===== config.mk =====
export PLATFORM = sky130hd
export DESIGN_NAME = disp_scan
export DESIGN_NICKNAME = d
export VERILOG_FILES = /design/src/rtl/disp_scan.sv
export SDC_FILE = /design/constraint.sdc
export NUM_CORES = 1
export LEC_CHECK = 0
export ABC_AREA = 1
export CORE_AREA = 4 4 137 113
export CTS_CLUSTER_DIAMETER = 150
export DETAILED_ROUTE_END_ITERATION = 8
export DIE_AREA = 0 0 141 117
export SLEW_MARGIN = 10
export SYNTH_ARGS = -nofsm -noshare
export SYNTH_HDL_FRONTEND = slang
export SYNTH_SLANG_ARGS = --single-unit

===== constraint.sdc =====
create_clock -name clk -period 3.3 [get_ports clk]
set_input_delay 0.99 -clock clk [delete_from_list [all_inputs] [get_ports clk]]
set_output_delay 0.99 -clock clk [all_outputs]
set_load 0.01 [all_outputs]

===== src/rtl/disp_scan.sv =====
// disp_scan: time-multiplexed scanner for an eight-digit common-anode
// seven-segment display. Holds a CPU-written value and control word, and
// walks the digits at a fixed rate, driving the active-low anodes and the
// nibble for the downstream hex-to-segment decoder.
module disp_scan #(
  parameter int unsigned DIGITS   = 8,
  parameter int unsigned SCAN_DIV = 50000
) (
  input  logic              clk,
  input  logic              rst,
  input  logic              we,
  input  logic              addr,
  input  logic [31:0]       wdata,
  output logic [31:0]       rdata,
  output logic [3:0]        digit,
  output logic [DIGITS-1:0] an
);

  localparam int unsigned DivW = (SCAN_DIV > 1) ? $clog2(SCAN_DIV) : 1;
  localparam int unsigned IdxW = $clog2(DIGITS);
  localparam logic [DivW-1:0] DivLast = DivW'(SCAN_DIV - 1);

  logic [31:0]       data_q, data_d;
  logic [DIGITS-1:0] mask_q, mask_d;
  logic              lzb_q, lzb_d;
  logic [DivW-1:0]   div_q, div_d;
  logic [IdxW-1:0]   idx_q, idx_d;
  logic [3:0]        digit_q, digit_d;
  logic [DIGITS-1:0] an_q, an_d;

  logic [DIGITS-1:0] lead_zero;
  logic              upper_zero;
  logic              blank;

  // lead_zero[i] is set when nibbles i..top are all zero.
  always_comb begin
    upper_zero = 1'b1;
    lead_zero  = '0;
    for (int i = DIGITS - 1; i >= 0; i--) begin
      upper_zero   = upper_zero & (data_q[4*i +: 4] == 4'h0);
      lead_zero[i] = upper_zero;
    end
  end

  // Register writes and scan counter next-state; a write never disturbs the scan.
  always_comb begin
    data_d = data_q;
    mask_d = mask_q;
    lzb_d  = lzb_q;
    if (we) begin
      if (addr) begin
        mask_d = wdata[DIGITS-1:0];
        lzb_d  = wdata[8];
      end else begin
        data_d = wdata;
      end
    end
    div_d = div_q + 1'b1;
    idx_d = idx_q;
    if (div_q == DivLast) begin
      div_d = '0;
      idx_d = idx_q + 1'b1;
    end
  end

  // Output next-state from the current digit; digit 0 is exempt from blanking.
  always_comb begin
    blank   = ~mask_q[idx_q] | (lzb_q & (idx_q != '0) & lead_zero[idx_q]);
    digit_d = data_q[{idx_q, 2'b00} +: 4];
    an_d    = blank ? '1 : ~(DIGITS'(1) << idx_q);
  end

  // State and output registers; reset takes priority over a same-cycle write.
  always_ff @(posedge clk) begin
    if (rst) begin
      data_q  <= '0;
      mask_q  <= '1;
      lzb_q   <= 1'b0;
      div_q   <= '0;
      idx_q   <= '0;
      digit_q <= 4'h0;
      an_q    <= '1;
    end else begin
      data_q  <= data_d;
      mask_q  <= mask_d;
      lzb_q   <= lzb_d;
      div_q   <= div_d;
      idx_q   <= idx_d;
      digit_q <= digit_d;
      an_q    <= an_d;
    end
  end

  // Combinational readback; unused CTRL bits read as zero.
  always_comb begin
    rdata = addr ? {23'h0, lzb_q, mask_q} : data_q;
  end

  assign digit = digit_q;
  assign an    = an_q;

endmodule


* Word level (Yosys, flattened, before mapping)
Index checks and enable logic that the tools add are counted.
** Word-level totals
- Register bits :: 72
- Bits of input ports :: 36
- Output and inout port bits :: 44
** Operators by class
- Add/subtract/negate cells :: 2
- $lt $le $gt $ge :: 1
- Equal/unequal tests :: 1
- Shifts and indexed selects :: 2
- Multiplexer cells :: 5
- Bitwise gates (word level) :: 13
- Reductions and logical operators :: 13
** Operator list (number)
- 4-bit zero test :: 8
- 32-bit two-way mux :: 1
- 32-bit by 6-bit variable part select with 4-bit output :: 1
- 16-bit by 1-bit adder with 16-bit output, second input constant :: 1
- 16-bit equality test, second input constant :: 1
- 1-bit bitwise AND :: 9
- 8-bit NOT :: 1
- 1-bit by 3-bit << shifter with 8-bit output, first input constant :: 1
- 1-bit binary-select mux with 3-bit select :: 2
- 3-bit by 4-bit < comparator with 1-bit output, second input constant :: 1
- 2-bit AND reduction :: 2
- 2-bit OR reduction :: 2
- 3-bit by 1-bit adder with 3-bit output, second input constant :: 1
- 3-bit nonzero test :: 1
- 1-bit two-way mux :: 2
- 1-bit NOT :: 2
- 1-bit OR :: 1

* Logic depth before layout (Yosys ltp)
Gate-level depths: netlist of run 1.
- Word-level depth :: 13
- Depth in mapped cells :: 12

* Worst setup path before layout of run 1
OpenSTA, ideal clock, no wires.
- Kind :: input-to-output
- Start :: input port addr
- End :: output port rdata[0]
- Arrival :: 1597 ps
- Slack :: 713 ps
- Stages :: 3
- Buffers on the path :: 2
- Cell sequence :: buf_4 -> clkbuf_1 -> o21ai_0
** Between the ends
- Longest elaborated chain between the ends :: 1
** Ends and longest elaborated chain
- from (decl) :: RTL line 12 : input logic addr,
- 32-bit two-way mux :: RTL line 96 : rdata = addr ? {23'h0, lzb_q, mask_q} : data_q;
- to (decl) :: RTL line 14 : output logic [31:0] rdata,
No other way between the ends.

* Worst setup path in the final report of run 1
- Start :: input port addr
- End :: output port rdata[16]
Same word-level chain as after synthesis.

==> summary.md, run 1 <==
| Metric | Value |
|---|---|
| Fin. Hold Viols | 0 |
| Synthesis warning total | 0 |
| DR vias/cell | 4.54 |
| CP Class | input pin to output port |
| CTS Buf Count | 9 |
| Post-Syn Area per Cell | 6.97 um^2 |
| Flop2flop setup slack | 1.13 ns |
| Vias in the first global route | 3213 |
| Fin crit period | 3.07 ns |
| Placeable Area | 14100 um^2 |
| Routability Congestion | 0.808 |
| Initial antenna violation count | 0 |
| Post-synth top cells | nand2_1 (79), dfxtp_1 (72), a21oi_1 (60), nor2_1 (60) |
| Type of origin of the critical path | input pin |
| Reg2Reg Launch Point | idx_q[1] |
| Worst hold start | div_q[0] |
| CP endpoint kind | output port |
| Final WL | 9940 um |
| Pins over their slew limit | 0 |
| Layout cell share with drive strength beyond 1 | 6.94% |
| Period utilization | 93.1% |
| Tightest Pin Transition | 0.658 ns |
| CP arrival | 2.08 ns |
| #FFs+latches synth | 72 |
| Setup_tns | 0 ns |
| Logic pwr share | 12.3% |
| 1st-iter DRT viols | 273 |
| Rows | 39 |
| Synth top area share | 41.5% |
| Die H | 117 um |
| Clock root buffer | clkbuf_16 |
| Diode count | 0 |
| Netlist cell types | 32 |
| Grt total ovfl | 0 |
| Final setup violation count | 0 |
| Htree depth | 3 |
| Clock Skews | 0.00626 ns |
| Largest net degree at the start of global routing | 64 |
| Seq/Total Area, Yosys | 41.5% |
| Post-Syn Area | 3470 um^2 |
| Hold Path Class | flop to flop |
| Port buffer count | 79 |
| Part of the power in the clock network | 44.7% |
| Die area | 16500 um^2 |
| Slowest CP cell | clkdlybuf4s50_1 |
| CP required | 2.31 ns |
| Internal power | 1640 uW |
| Starting Density | 24.7% |
| Static leakage | 0.00190 uW |
| Switching part of the total | 24.5% |
| DR pass1 iterations | 5 |
| Worst vdd ir | 302 uV |
| # IOs | 80 |
| DRC | 0 |
| Synth area leader | dfxtp_1 |
| Syn Nets | 541 |
| Setup bufs post-CTS | 0 |
| Syn-to-layout area delta | 36.6% |
| Placed Cells | 743 |
| FMAX | 0.325 GHz |
| Post-synth EDFFs | 0 |
| CTS tree | built |
| Max-slew headroom | 56.1% |
| Dpl hpwl | 7410 um |
| Filler-free cell count of the finished design | 760 |
| Pwr dens | 458 nW/um^2 |
| Routed len/inst | 13.1 um |
| Worst reg2reg path depth | 9 |
| Most numerous cell in the Yosys netlist | nand2_1 |
| GRT Total Usage | 12.2% |
| Max_cap viols | 0 |
| Via Count | 3452 |
| Placement Setup Slack | -0.183 ns |
| First-pass GRT wire length | 16000 um |
| Sequential power share | 43.0% |
| Psw | 533 uW |
| Synth top area cells | dfxtp_1 (41%), a21oi_1 (8.6%), nand2_1 (8.5%), o21ai_0 (8.4%), nor2_1 (6.5%) |
| Hold path cells | 1 |
| Post-route ant nets | 0 |
| FFs w/ async S/R, synth | 0% |
| Primary FF master, synth | dfxtp_1 |
| Final worst slack | 0.227 ns |
| CP max stage delay | 0.53 ns |
| CP startpoint | addr |
| CP Max Fanout | 17 |
| RSZ-0062 raised after global routing | false |
| Longest Clk Path Bufs | 2 |
| Final net count | 614 |
| Synth Instances | 498 |
| Chip Width | 141 um |
| Status | finished, final reports clean |
| Worst-Skew Late Latency | 0.34 ns |
| Reg clk slew, reported paths | 0.05 ns |
| TritonCTS Sinks | 72 |
| Worst path cell trace | clkbuf_2 -> bufbuf_16 -> nor2_1 -> clkdlybuf4s50_1 |
-- through the flow --
step / hold slack (ns) / cell area (um^2) / total power [uW] / util [%]
after global routing: 0.504 / 4750 / 2270 / 33.8
final: 0.473 / 4750 / 2180 / 33.8
after CTS: 0.477 / 4750 / 2200 / 33.8
after global placement: 0.427 / 4430 / 1220 / 31.5
after detailed placement: 0.467 / 4430 / 1220 / 31.5
after floorplan: 0.417 / 3470 / 1080 / -
-- worst paths after layout --
check / end
max: rdata[16]
min: div_q[0]
max reg2reg: an[3]
min reg2reg: div_q[0]
-- routing by layer --
layer	track usage, %	part of all wire [%]	routed length [um]
met1	16.9	49	4850
met4	3.74	1.6	160
met3	4.47	7.3	723
met5	0	0	0
met2	17.8	42	4200
-- sequential cells by signal, indices dropped and copies added, names as in the netlist --
register,cells
lzb_q,1
digit,4
idx_q,3
an,8
data_q,32
div_q,16
mask_q,8
-- power groups by stage --
stage          Sequential, uW  Clock (uW)  Combinational, uW
3_3_place_gp              954           0                265
2_1_floorplan             946           0                137
6_report                  936         972                268
5_1_grt                   940        1030                298
4_1_cts                   935         993                270
3_5_place_dp              954           0                269
-- cell type report --
class	count	area, um^2
inverter	62	235
sequential	72	1440
clock inverter	5	56.3
clock buffer	11	243
timing repair buffer	87	890
tap	184	230
fill	1501	9310
multi-input combinational	339	1650
-- cell usage in the layout (no fill, tap or decap), types with 2 or more instances in the layout --
cell             Yosys  final
nand3_2              2      2
nor2_2               3      3
clkdlybuf4s50_1      0     70
nand4_1              4      4
dlygate4sd2_1        0      7
clkbuf_16            0      9
a21oi_1             60     60
inv_1               58     58
nand3b_1             3      3
nor3_1               3      3
nand2_2              5      5
inv_2                2      2
dfxtp_1             72     72
o211ai_1             2      2
and3_1               3      3
nor3b_1              2      2
o21ai_0             58     58
nor2_1              60     60
nand2_1             79     79
ha_1                 7      7
o21ai_1              3      3
xor2_1               2      2
buf_12               0      2
buf_4                3      5
nand3_1             38     38
clkinv_2             0      2
-- logic make-up after synthesis --
logic type	share of synthesized area (%)
xor gates and xnor gates	0.757
AOI/OAI and AO/OA	18.1
buffers and inverters	11.0
DFF	41.5
adders and majority gates	2.52
and+or+nand+nor	26.1
-- what timing repair did --
item	in CTS	in global routing
gates cloned	1	0
gates resized for setup	8	3
setup endpoints to repair	24	3
hold buffers	0	0
-- critical path: cells and delay by family --
kind,cells,cell delay [ns]
buf+inv,3,0.99
simple gates,1,0.10
Power figures use the tool's default switching activity.
==> inputs of run 2 (changes only) <==
--- a/config.mk
+++ b/config.mk
@@ -10,6 +10,7 @@
 export CTS_CLUSTER_DIAMETER = 150
 export DETAILED_ROUTE_END_ITERATION = 8
 export DIE_AREA = 0 0 141 117
+export HOLD_SLACK_MARGIN = 0.03
 export SLEW_MARGIN = 10
 export SYNTH_ARGS = -nofsm -noshare
 export SYNTH_HDL_FRONTEND = slang
==> constraint.sdc (replaced) <==
create_clock -name clk -period 3.11 [get_ports clk]
set_input_delay 0.933 -clock clk [delete_from_list [all_inputs] [get_ports clk]]
set_output_delay 0.933 -clock clk [all_outputs]
set_load 0.01 [all_outputs]
==> run 2 against run 1 <==
Final cell count down 0.13%. Sequential power up 6.1%. Non-clock buffer count unchanged. Largest cell class unchanged. Clock power up 14%. Critical endpoint is now rdata[31]. Largest power group unchanged. Register-to-register slack worse by 0.27 ns. Via count up 0.38%.
==> summary.md, run 2 (same netlist as run 1, synthesis figures left out) <==
| Metric | Value |
|---|---|
| FMAX | 0.327 GHz |
| Clock Skews | 0.00265 ns |
| Fin. Hold Viols | 0 |
| Register Area | 1440 um^2 |
| Met2 Use GR | 18.4% |
| Period utilization | 98.5% |
| Type of origin of the critical path | input pin |
| Status | finished, final reports clean |
| Routed len/inst | 13.3 um |
| Largest net degree at the start of global routing | 33 |
| Layout cell share with drive strength beyond 1 | 6.61% |
| Final net count | 614 |
| Htree depth | 3 |
| Worst-Skew Late Latency | 0.33 ns |
| Hold WS | 0.462 ns |
| DP Area | 4410 um^2 |
| Met1 usage | 17.3% |
| Hold path cells | 1 |
| Setup bufs post-CTS | 0 |
| # IOs | 80 |
| Final WL | 10100 um |
| Rows | 39 |
| First-pass GRT wire length | 16500 um |
| GRT Max-Usage Layer | met2 |
| Starting Density | 24.7% |
| Vias in the first global route | 3356 |
| Pins over their slew limit | 0 |
| Design Power | 2380 uW |
| Fin crit period | 3.06 ns |
| Static leakage | 0.00197 uW |
| Worst reg2reg path depth | 9 |
| Multi-input gate area | 1650 um^2 |
| Post-route ant nets | 0 |
| Commonest cells after routing, fill and taps aside | nand2_1 (79), dfxtp_1 (72), nor2_1 (60), a21oi_1 (60) |
| Dpl hpwl | 7440 um |
| Placeable Area | 14100 um^2 |
| Syn-to-layout area delta | 36.5% |
| Final setup violation count | 0 |
| DR pass1 iterations | 4 |
| Port buffer count | 79 |
| Diode count | 0 |
| Worst vdd ir | 264 uV |
| DRC | 0 |
| CP endpoint kind | output port |
| Post-CTS Hold Fix Bufs | 0 |
| GRT Total Usage | 12.5% |
| Pwr dens | 502 nW/um^2 |
| Grt total ovfl | 0 |
| 1st-iter DRT viols | 219 |
| TritonCTS Sinks | 72 |
| Clock root buffer | clkbuf_16 |
| CP required | 2.18 ns |
| Flop2flop setup slack | 0.86 ns |
| Max_cap viols | 0 |
| Die area | 16500 um^2 |
| CTS tree | built |
| Chip Width | 141 um |
| Die H | 117 um |
| CTS Buf Count | 9 |
| Top Registers | data_q x32, div_q x16 |
| CP arrival | 2.13 ns |
| Initial antenna violation count | 0 |
| Routability Congestion | 0.806 |
| Most flops, register | data_q |
| Tightest Pin Transition | 0.677 ns |
| Most common cell after layout, fill and taps aside | nand2_1 |
| CP Class | input pin to output port |
| RSZ-0062 raised after global routing | false |
| Longest Clk Path Bufs | 2 |
| CP Max Fanout | 21 |
| Reg clk slew, reported paths | 0.05 ns |
| Final worst slack | 0.0472 ns |
| # fillers | 1534 |
| Design Area, Final | 4740 um^2 |
| Global-route met3 utilization | 3.94% |
| Via Count | 3465 |
| Hold Path Class | flop to flop |
| Max-slew headroom | 54.8% |
| Post-Route Utilization | 33.7% |
| Max reg flops | 32 |
| Placement Setup Slack | -0.259 ns |
| DR vias/cell | 4.57 |
==> run 2: report_power, final <==
part / switching, uW / internal [uW]
Clock: 368 / 740
Sequential: 27.5 / 966
Combinational: 149 / 129
==> run 2: final timing paths <==
| path | end | startpoint |
|---|---|---|
| worst max-delay path | rdata[31] | addr |
| worst max register to register | an[3] | idx_q[1] |
| worst min-delay path | div_q[0] | div_q[0] |
| worst min register to register | div_q[0] | div_q[0] |
==> run 2: stage by stage <==
stage / setup TNS [ns] / std cells
4_1_cts: 0 / 759
3_5_place_dp: -3.56 / 743
2_1_floorplan: 0 / 498
6_report: 0 / 759
5_1_grt: 0 / 759
3_3_place_gp: -2.90 / 743
==> run 2: area by class of cell <==
class / count / area share [%]
multi-input combinational: 339 / 34.8
sequential: 72 / 30.4
timing repair buffer: 87 / 18.2
clock buffer: 12 / 5.41
inverter: 62 / 4.96
tap: 184 / 4.86
clock inverter: 3 / 1.37
==> run 2: timing repair <==
action / 4_1_cts / 5_1_grt
setup endpoints to repair: 32 / 1
gates cloned: 1 / 0
gates resized for setup: 24 / 1
pin swaps: 0 / 0
==> run 2: worst max-delay path, cell delays in order <==
cell and delay, ns:
dlygate4sd2_1 0.29, buf_12 0.18, nor2_1 0.16, clkdlybuf4s50_1 0.56
==> run 2: layer usage <==
layer	share of wire, %	vias up	wire [um]
li1	-	1760	-
met2	42	131	4280
met3	6.7	14	676
met4	1.6	0	158
met1	49	1560	4990
met5	0	-	0
==> inputs of run 3 (changes only) <==
--- a/config.mk
+++ b/config.mk
@@ -11,6 +11,7 @@
 export DETAILED_ROUTE_END_ITERATION = 8
 export DIE_AREA = 0 0 141 117
 export HOLD_SLACK_MARGIN = 0.03
+export SKIP_LAST_GASP = 1
 export SLEW_MARGIN = 10
 export SYNTH_ARGS = -nofsm -noshare
 export SYNTH_HDL_FRONTEND = slang
==> run 3 against run 2 <==
Critical path type unchanged. Setup slack gained 0.014 ns. Register-to-register slack gained 0.03 ns. Final cell count is the same. Sequential share of layout area shrank 0.080 points.
==> summary.md, run 3 (same netlist as run 1, synthesis figures left out) <==
| Metric | Value |
|---|---|
| Worst-Skew Late Latency | 0.33 ns |
| # IOs | 80 |
| Hold WS | 0.462 ns |
| CP Class | input pin to output port |
| Largest net degree at the start of global routing | 33 |
| Chip Width | 141 um |
| CP endpoint kind | output port |
| Reg2Reg Launch Point | idx_q[1] |
| Post-route ant nets | 0 |
| First-pass GRT wire length | 16500 um |
| Placed Cells | 743 |
| DRT met1 WL | 4910 um |
| Clock root buffer | clkbuf_16 |
| FMAX | 0.328 GHz |
| RSZ-0062 raised after global routing | false |
| Max-slew headroom | 56.6% |
| Syn-to-layout area delta | 36.8% |
| Max reg flops | 32 |
| CTS tree | built |
| Crit. path cell count | 4 |
| Type of origin of the critical path | input pin |
| Top routing layer used | met4 |
| Via Count | 3456 |
| Worst hold start | div_q[0] |
| Period utilization | 98.0% |
| Post-CTS Hold Fix Bufs | 0 |
| DRC | 0 |
| Crit path capture | rdata[31] |
| CP Max Fanout | 21 |
| Register Area | 1440 um^2 |
| Multi-input gate area | 1650 um^2 |
| Switching part of the total | 22.9% |
| CP startpoint | addr |
| Dpl hpwl | 7440 um |
| Vias in the first global route | 3356 |
| Worst path cell trace | clkdlybuf4s15_1 -> buf_12 -> nor2_1 -> clkdlybuf4s50_1 |
| CP max stage delay | 0.56 ns |
| Sequential power share | 41.7% |
| Pwr dens | 501 nW/um^2 |
| Design Area, Final | 4750 um^2 |
| Internal power | 1840 uW |
| Placeable Area | 14100 um^2 |
| CTS Buf Count | 9 |
| Commonest cells after routing, fill and taps aside | nand2_1 (79), dfxtp_1 (72), nor2_1 (60), a21oi_1 (60), inv_1 (58) |
| Starting Density | 24.7% |
| Final WL | 10100 um |
| Tightest Pin Transition | 0.650 ns |
| Diode count | 0 |
| # fillers | 1532 |
| Port buffer count | 79 |
| Metal2 WL | 4270 um |
| Final setup violation count | 0 |
| Psw | 545 uW |
| Initial antenna violation count | 0 |
| Routed length on met3 | 747 um |
| Rows | 39 |
| CP required | 2.18 ns |
| DR pass1 iterations | 4 |
| Worst R2R End | an[3] |
| Clock Skews | 0.00386 ns |
| Slowest CP cell | clkdlybuf4s50_1 |
| CP arrival | 2.12 ns |
| Post-Route Utilization | 33.8% |
| Filler-free cell count of the finished design | 759 |
| Htree depth | 3 |
| Worst path top cell family by delay | buffers and inverters |
| CP bufs+invs | 3 |
| Worst vdd ir | 263 uV |
| Routed len/inst | 13.3 um |
| 1st-iter DRT viols | 239 |
| Routability Congestion | 0.806 |
| Reg clk slew, reported paths | 0.05 ns |
| Fin crit period | 3.05 ns |
| DP Area | 4410 um^2 |
| Most flops, register | data_q |
| Worst reg2reg path depth | 9 |
| Status | finished, final reports clean |
| Static leakage | 0.00200 uW |
| Layout cell share with drive strength beyond 1 | 6.61% |
| Pins over their slew limit | 0 |
| DR vias/cell | 4.55 |
| GRT Total Usage | 12.5% |
| Longest Clk Path Bufs | 2 |
| Die H | 117 um |
| Max_cap viols | 0 |
| Part of the power in the clock network | 46.5% |
| Hold Path Class | flop to flop |
| Logic pwr share | 11.8% |
| Most common cell after layout, fill and taps aside | nand2_1 |
| Top Registers | data_q x32, div_q x16 |
| Grt total ovfl | 0 |
| Fin. Hold Viols | 0 |
| Flop2flop setup slack | 0.89 ns |
| Die area | 16500 um^2 |
| TritonCTS Sinks | 72 |
| Final net count | 614 |
run 3: changes by cell type in the layout (fill, tap and decap cells not counted):
cell and change:
o21ai_1 +1, dlymetal6s2s_1 +3, o21ai_0 -1, clkdlybuf4s15_1 +1
dlygate4sd2_1 -4
run 3: per-stage QoR:
stage / worst slack, ns / total power [uW] / TNS [ns]
2_1_floorplan: 0.637 / 1150 / 0
3_3_place_gp: -0.174 / 1290 / -2.90
3_5_place_dp: -0.259 / 1300 / -3.56
4_1_cts: -0.0161 / 2400 / -0.0354
5_1_grt: 0.0192 / 2470 / 0
6_report: 0.0614 / 2380 / 0
run 3: power groups by stage:
stage / logic (uW) / clock network, uW / registers (uW)
global placement: 279 / 0 / 1010
finish: 280 / 1110 / 993
detailed placement: 284 / 0 / 1010
global route: 313 / 1160 / 998
CTS: 283 / 1120 / 993
floorplan: 145 / 0 / 1000
run 3: final cells by class:
| class | instances | share of cell area [%] |
|---|---|---|
| flip-flops and latches | 72 | 30.3 |
| inverters | 62 | 4.95 |
| repair buffers | 87 | 18.4 |
| clock inverters | 3 | 1.37 |
| clock buffers | 12 | 5.40 |
| multi-input cells | 339 | 34.7 |
| well taps | 184 | 4.84 |
run 3: worst min-delay path by stage:
stage                     to  slack [ns]  cells past startpoint
CTS                 div_q[0]        0.47                      1
detailed placement  div_q[0]        0.45                      1
floorplan           div_q[0]        0.42                      1
global route        div_q[0]        0.50                      1
finish              div_q[0]        0.46                      1
global placement    div_q[0]        0.43                      1
run 3: repair_timing:
action,CTS,global route
cloned,1,0
gates resized for setup,21,6
endpoints found under the hold margin,0,0
buffers inserted,0,0
endpoints found under the setup margin,32,4
run 3: metal layers:
metal	global-route usage [%]	up-vias
met5	0	-
met4	4.13	0
met3	3.94	14
met2	18.4	132
met1	17.3	1552
li1	-	1758
